**config.mk**
```make
export PLATFORM = sky130hd
export DESIGN_NAME = qdr_clk_rst_seq
export DESIGN_NICKNAME = d
export VERILOG_FILES = /design/src/rtl/qdr_seq_pkg.sv /design/src/rtl/qdr_clk_rst_chan.sv /design/src/rtl/qdr_clk_rst_seq.sv
export SDC_FILE = /design/constraint.sdc
export NUM_CORES = 1
export LEC_CHECK = 0
export CAP_MARGIN = 20
export CORE_ASPECT_RATIO = 0.5
export CORE_UTILIZATION = 50
export CTS_CLUSTER_SIZE = 10
export DETAILED_ROUTE_END_ITERATION = 12
export PLACE_DENSITY = 0.73
export SYNTH_ARGS = -nofsm -noshare
export SYNTH_HDL_FRONTEND = slang
export SYNTH_SLANG_ARGS = --single-unit
```
**constraint.sdc**
```tcl
create_clock -name clk -period 2 [get_ports clk]
set_input_delay 0.4 -clock clk [delete_from_list [all_inputs] [get_ports clk]]
set_output_delay 0.4 -clock clk [all_outputs]
set_load 0.1 [all_outputs]
```
**src/rtl/qdr_seq_pkg.sv**
```systemverilog
// Shared state encoding and counter sizing for the QDR clock/reset sequencer.
package qdr_seq_pkg;

  typedef enum logic [2:0] {
    IDLE      = 3'd0,
    PLL_RST   = 3'd1,
    WAIT_LOCK = 3'd2,
    STABLE    = 3'd3,
    CTRL_RST  = 3'd4,
    READY     = 3'd5,
    FAIL      = 3'd6
  } chan_state_t;

  // One counter serves every timed state, so it must hold the longest interval.
  function automatic int cnt_width(input int a, input int b, input int c, input int d);
    int m;
    m = a;
    if (b > m) m = b;
    if (c > m) m = c;
    if (d > m) m = d;
    return $clog2(m) + 1;
  endfunction

endpackage

```
**src/rtl/qdr_clk_rst_chan.sv**
```systemverilog
// One channel: lock synchronizer, bring-up FSM with shared interval counter,
// retry tracking and saturating lock-loss counter.
module qdr_clk_rst_chan
  import qdr_seq_pkg::*;
#(
  parameter int PLL_RST_CYCLES  = 16,
  parameter int LOCK_TIMEOUT    = 65535,
  parameter int LOCK_STABLE     = 1024,
  parameter int CTRL_RST_CYCLES = 64,
  parameter int RETRY_LIMIT     = 3,
  parameter int LOSS_W          = 8
) (
  input  logic              clk,
  input  logic              reset,
  input  logic              i_chan_en,
  input  logic              i_pll_lock,
  output logic              o_pll_rst,
  output logic              o_qdr_rst,
  output logic              o_chan_ready,
  output logic              o_chan_fail,
  output logic [LOSS_W-1:0] o_loss_count
);

  localparam int CW = cnt_width(PLL_RST_CYCLES, LOCK_TIMEOUT, LOCK_STABLE, CTRL_RST_CYCLES);
  localparam int RW = (RETRY_LIMIT < 2) ? 1 : $clog2(RETRY_LIMIT + 1);

  localparam logic [CW-1:0] PLL_LAST  = CW'(PLL_RST_CYCLES - 1);
  localparam logic [CW-1:0] TO_LAST   = CW'(LOCK_TIMEOUT - 1);
  localparam logic [CW-1:0] STB_LAST  = CW'(LOCK_STABLE - 1);
  localparam logic [CW-1:0] CTRL_LAST = CW'(CTRL_RST_CYCLES - 1);
  localparam logic [RW-1:0] RETRY_MAX = RW'(RETRY_LIMIT);

  chan_state_t       r_state;
  logic [1:0]        r_sync;
  logic [CW-1:0]     r_cnt;
  logic [RW-1:0]     r_retry;
  logic [LOSS_W-1:0] r_loss;
  logic              r_pll_rst;
  logic              r_qdr_rst;
  logic              r_ready;
  logic              r_fail;

  logic              w_lock_s;
  logic [RW-1:0]     w_retry_inc;

  assign w_lock_s    = r_sync[1];
  assign w_retry_inc = r_retry + RW'(1);

  always_ff @(posedge clk) begin
    if (reset) begin
      r_state   <= IDLE;
      r_sync    <= '0;
      r_cnt     <= '0;
      r_retry   <= '0;
      r_loss    <= '0;
      r_pll_rst <= 1'b1;
      r_qdr_rst <= 1'b1;
      r_ready   <= 1'b0;
      r_fail    <= 1'b0;
    end else begin
      r_sync <= {r_sync[0], i_pll_lock};

      // Outputs decode the current state, so they trail each transition by one cycle.
      r_pll_rst <= (r_state == IDLE) || (r_state == PLL_RST) || (r_state == FAIL);
      r_qdr_rst <= (r_state != READY);
      r_ready   <= (r_state == READY);
      r_fail    <= (r_state == FAIL);

      if (!i_chan_en) begin
        r_state <= IDLE;
        r_cnt   <= '0;
        r_retry <= '0;
      end else begin
        case (r_state)
          IDLE: begin
            r_state <= PLL_RST;
            r_cnt   <= '0;
            r_retry <= '0;
          end
          PLL_RST: begin
            if (r_cnt == PLL_LAST) begin
              r_state <= WAIT_LOCK;
              r_cnt   <= '0;
            end else begin
              r_cnt <= r_cnt + CW'(1);
            end
          end
          WAIT_LOCK: begin
            if (w_lock_s) begin
              // The sample that ended the wait is the first stable cycle.
              r_state <= STABLE;
              r_cnt   <= CW'(1);
            end else if (r_cnt == TO_LAST) begin
              r_retry <= w_retry_inc;
              r_state <= (w_retry_inc == RETRY_MAX) ? FAIL : PLL_RST;
              r_cnt   <= '0;
            end else begin
              r_cnt <= r_cnt + CW'(1);
            end
          end
          STABLE: begin
            if (!w_lock_s) begin
              r_state <= WAIT_LOCK;
              r_cnt   <= '0;
            end else if (r_cnt >= STB_LAST) begin
              r_state <= CTRL_RST;
              r_cnt   <= '0;
            end else begin
              r_cnt <= r_cnt + CW'(1);
            end
          end
          CTRL_RST: begin
            if (!w_lock_s) begin
              r_state <= PLL_RST;
              r_cnt   <= '0;
              if (r_loss != '1) r_loss <= r_loss + LOSS_W'(1);
            end else if (r_cnt == CTRL_LAST) begin
              r_state <= READY;
              r_cnt   <= '0;
              r_retry <= '0;
            end else begin
              r_cnt <= r_cnt + CW'(1);
            end
          end
          READY: begin
            if (!w_lock_s) begin
              r_state <= PLL_RST;
              r_cnt   <= '0;
              if (r_loss != '1) r_loss <= r_loss + LOSS_W'(1);
            end
          end
          FAIL: begin
            r_state <= FAIL;
          end
          default: begin
            r_state <= IDLE;
            r_cnt   <= '0;
          end
        endcase
      end
    end
  end

  assign o_pll_rst    = r_pll_rst;
  assign o_qdr_rst    = r_qdr_rst;
  assign o_chan_ready = r_ready;
  assign o_chan_fail  = r_fail;
  assign o_loss_count = r_loss;

endmodule

```
**src/rtl/qdr_clk_rst_seq.sv**
```systemverilog
// Multi-channel QDR clock/reset sequencer: one independent channel sequencer
// per QDR interface plus a registered all-ready summary.
module qdr_clk_rst_seq
  import qdr_seq_pkg::*;
#(
  parameter int NUM_CH          = 2,
  parameter int PLL_RST_CYCLES  = 16,
  parameter int LOCK_TIMEOUT    = 65535,
  parameter int LOCK_STABLE     = 1024,
  parameter int CTRL_RST_CYCLES = 64,
  parameter int RETRY_LIMIT     = 3,
  parameter int LOSS_W          = 8
) (
  input  logic                     clk,
  input  logic                     reset,
  input  logic [NUM_CH-1:0]        chan_en,
  input  logic [NUM_CH-1:0]        pll_lock,
  output logic [NUM_CH-1:0]        pll_rst,
  output logic [NUM_CH-1:0]        qdr_rst,
  output logic [NUM_CH-1:0]        chan_ready,
  output logic [NUM_CH-1:0]        chan_fail,
  output logic [NUM_CH*LOSS_W-1:0] loss_count,
  output logic                     all_ready
);

  logic r_all_ready;

  generate
    for (genvar gi = 0; gi < NUM_CH; gi++) begin : g_ch
      qdr_clk_rst_chan #(
        .PLL_RST_CYCLES (PLL_RST_CYCLES),
        .LOCK_TIMEOUT   (LOCK_TIMEOUT),
        .LOCK_STABLE    (LOCK_STABLE),
        .CTRL_RST_CYCLES(CTRL_RST_CYCLES),
        .RETRY_LIMIT    (RETRY_LIMIT),
        .LOSS_W         (LOSS_W)
      ) u_chan (
        .clk         (clk),
        .reset       (reset),
        .i_chan_en   (chan_en[gi]),
        .i_pll_lock  (pll_lock[gi]),
        .o_pll_rst   (pll_rst[gi]),
        .o_qdr_rst   (qdr_rst[gi]),
        .o_chan_ready(chan_ready[gi]),
        .o_chan_fail (chan_fail[gi]),
        .o_loss_count(loss_count[gi*LOSS_W +: LOSS_W])
      );
    end
  endgenerate

  // Disabled channels are ignored; with nothing enabled the system is not ready.
  always_ff @(posedge clk) begin
    if (reset) begin
      r_all_ready <= 1'b0;
    end else begin
      r_all_ready <= (|chan_en) && (&(chan_ready | ~chan_en));
    end
  end

  assign all_ready = r_all_ready;

endmodule

```
==> impl_metrics.csv, run 1 <==
group,metric,value,unit
outcome,outcome,"complete, but fails checks",
outcome,violations,"negative setup slack",
synth,synth_top_area_share,0.3821,
synth,synth_top_cells_by_count,"dfxtp_1, nor2_1, nand2_1",
floorplanning,fp-row-count,22,
floorplanning,start_util,0.5185,
clocking,cts_tree,"yes",
worst_setup_path,cp_max_fo,6,
worst_hold_path,worstHoldStart,"g_ch[1].u_chan.r_sync[0]",
worst_setup_path,reg2reg_to,"g_ch[0].u_chan.r_cnt[5]",
job,maxCapViolations,0,
floorplanning,io_pins,31,
placed_design,io_buffers,30,
clocking,clkTransAtPathRegs,50,ps
placed_design,hpwl,6.766,mm
placed_design,routabilityCongestion,0.8568,
synth,yosysWarnings,0,
floorplanning,die_height,63.85,microns
worst_setup_path,r2r_start,"g_ch[0].u_chan.r_cnt[6]",
drt,post_drt_wl_per_cell,15.94,microns
sta,slew-limit-headroom,0.5998,
worst_hold_path,hold_class,"flip-flop to flip-flop",
worst_setup_path,path_common_cell,"buf_4",
worst_setup_path,cp_top_family,"compound AO/OA/AOI/OAI gates",
synth,synthesis.nets,465,
placed_design,placed_cell_area,4907,sq um
worst_setup_path,cpPeakStageDelay,390,ps
final_layout,drive_above_1_share,0.4281,
placed_design,dp_cells,656,
power_and_ir_drop,leakagePower,2.339,nW
sta,setup_violations,24,
drt,viasPerCell,5.624,
synth,ys_ff_latch,73,
drt,remaining_drc_errors,0,
grt,grt_max_degree,21,
clocking,clock_latency,340,ps
final_layout,finalNetCount,601,
drt,wirelength,10.95,mm
drt,firstDrtPassIters,5,
synth,synthesis.area_per_instance,8.481,sq um
synth,yosysMostFrequentCell,"dfxtp_1",
synth,ys.flop_type,"dfxtp_1",
grt,antenna_found_initial,0,
power_and_ir_drop,power,0.003263,W
worst_setup_path,critPathLaunchType,"flip-flop",
floorplanning,core_area,7377,sq um
sta,setup_slack,-188.2,ps
drt,drt_iter0_drc,257,
final_layout,instances_no_fill,687,
clocking,numClockSinks,73,
sta,layout_min_cycle_time,2188,ps
worst_setup_path,path_class,"flip-flop to flip-flop",
clocking,root_buffer,"clkbuf_16",
final_layout,antenna_cells,0,
synth,syn_inst,451,
clocking,postCtsHoldBufs,0,
worst_setup_path,cp.required,2220,ps
grt,gr-total-overflow,0,
final_layout,final_util,0.7751,
worst_setup_path,r2r_cells,10,
grt,grt_pass1_vias,3551,
drt,ant_nets,0,
final_layout,fin_area,5718,sq um
worst_hold_path,hold_end,"g_ch[1].u_chan.r_sync[1]",
sta,clock_skew,3.811,ps
worst_hold_path,min_path_cells,1,
clocking,numCtsBuffers,9,
worst_setup_path,crit_chain,"nand3_2 > buf_4 > nor2_1 > buf_4 > a2111oi_4 > buf_4 > o41ai_4 > buf_4 > nor3b_1 > a221o_1",
floorplanning,die_area,8025,sq um
worst_setup_path,rrSetupSlack,-190,ps
clocking,htree_levels,3,
sta,drv_slew,0,
worst_setup_path,endpoint_kind,"flip-flop",
synth,synth_edf_count,0,
floorplanning,die_x,125.7,microns
worst_setup_path,cp_slowest_cell,"o41ai_4",
grt,grt.total_usage,0.2528,
synth,synthArstFlopShare,0,
sta,fin_tns_setup,-1382,ps
power_and_ir_drop,power_density,570.6,nW/um^2
sta,post-route-period-util,1.094,
sta,worstMarginPinSlew,599.0,ps
sta,rsz0062_at_grt,"yes",
synth,syn_area,3825,sq um
sta,fmax,0.4570,GHz
clocking,clock_path_buffers,2,
synth,synth_area_leaders,"dfxtp_1, nor2_1, xor2_1",
final_layout,fill_cells,474,
sta,hold_viol_final,0,
synth,synth_largest_area_cell,"dfxtp_1",
power_and_ir_drop,vdd_ir_drop_max,0.4762,mV
drt,vias,3864,
synth,ys_seq_area_frac,0.3821,
grt,grt_pass1_wl,16.17,mm
final_layout,syn_to_final_growth,49.49,%
synth,ys_types,64,
worst_setup_path,cp_num_buf_inv,4,
worst_setup_path,cp_data_arrival_time,2410,ps
## per-layer routing
metal  part of all wire  global-route usage  vias up
li1                   -                   -     1886
met1               0.44              0.3077     1859
met5                  0                   0        -
met3              0.038             0.07035       38
met4              0.035             0.08232        0
met2               0.49              0.4354       81
## cells in the final DEF (no fill, tap or decap), types with 7 or more instances in the layout
master / count
nor3_1: 10
dfxtp_2: 30
a21oi_2: 7
inv_1: 13
nor2_1: 54
nand3_1: 23
buf_6: 15
nand4_1: 11
buf_4: 126
a21o_1: 9
nor2b_1: 12
nand2_1: 40
xor2_1: 18
xnor2_1: 12
o21ai_0: 14
clkbuf_16: 9
nand2b_1: 10
dfxtp_1: 42
## layout make-up
type | count | area, sq um | area share
well taps | 96 | 120.1 | 0.02101
flip-flops and latches | 73 | 1503 | 0.2628
repair buffers | 148 | 1205 | 0.2107
clock buffers | 13 | 270.3 | 0.04726
inverters | 13 | 48.80 | 0.008534
clock inverters | 2 | 12.51 | 0.002188
multi-input cells | 342 | 2559 | 0.4475
## logic make-up (layout without fill, tap and decap cells)
logic type                 count (synthesis)  in the layout  share of synthesized area
and+or+nand+nor                          212            212                     0.2875
DFF                                       73             73                     0.3821
adders and majority gates                  8              8                    0.02617
AOI/OAI and AO/OA                         88             88                     0.1786
buffers and inverters                     36            176                    0.04645
xor gates and xnor gates                  30             30                    0.06869
muxes                                      4              4                    0.01047
## repair_timing
item,CTS,global route
setup buffers,6,11
gates resized for setup,29,69
endpoints found under the setup margin,34,42
gates cloned,0,0
pin swaps,24,28
## stage by stage
step	hold WS [ps]	worst slack (ps)
after global placement	419.7	-299.1
after CTS	448.0	-134.4
after floorplan	413.8	-88.48
final	445.8	-188.2
after detailed placement	428.0	-269.4
after global routing	468.0	-247.9
## sequential cells by signal, summed over array words and instances (netlist names), 4 cells and up
| signal | cells |
|---|---|
| g_ch.u_chan.o_loss_count | 16 |
| g_ch.u_chan.r_cnt | 34 |
| g_ch.u_chan.r_retry | 4 |
| g_ch.u_chan.r_state | 6 |
| g_ch.u_chan.r_sync | 4 |
## how the worst max path moves through the flow
stage                              from                             end  slack [ps]  depth (start not counted)
4_1_cts         g_ch[0].u_chan.r_cnt[9]         g_ch[0].u_chan.r_cnt[4]        -130                          8
6_report        g_ch[0].u_chan.r_cnt[6]         g_ch[0].u_chan.r_cnt[5]        -190                         10
2_1_floorplan  g_ch[0].u_chan.r_cnt[12]         g_ch[0].u_chan.r_cnt[4]         -90                          7
3_5_place_dp                 chan_en[0]  g_ch[0].u_chan.o_loss_count[6]        -270                          8
3_3_place_gp                 chan_en[0]  g_ch[0].u_chan.o_loss_count[6]        -300                          8
5_1_grt         g_ch[0].u_chan.r_cnt[6]         g_ch[0].u_chan.r_cnt[5]        -250                         10
## power breakdown
part / total (W) / internal, W / leakage, nW / switching [W]
clock network: 0.00152 / 0.000931 / 0.138 / 0.000589
logic: 0.000261 / 0.000127 / 1.60 / 0.000134
registers: 0.00148 / 0.00147 / 0.606 / 0.0000159
total: 0.00326 / 0.00252 / 2.34 / 0.000739
Note: power is estimated with default switching activity, not from simulation.
==> inputs of run 2 (changes only) <==
--- a/config.mk
+++ b/config.mk
@@ -11,6 +11,7 @@
 export CTS_CLUSTER_SIZE = 10
 export DETAILED_ROUTE_END_ITERATION = 12
 export PLACE_DENSITY = 0.73
+export SLEW_MARGIN = 20
 export SYNTH_ARGS = -nofsm -noshare
 export SYNTH_HDL_FRONTEND = slang
 export SYNTH_SLANG_ARGS = --single-unit
==> results of run 2 <==
Final layout, timing and power as in run 1 (identical DEF).
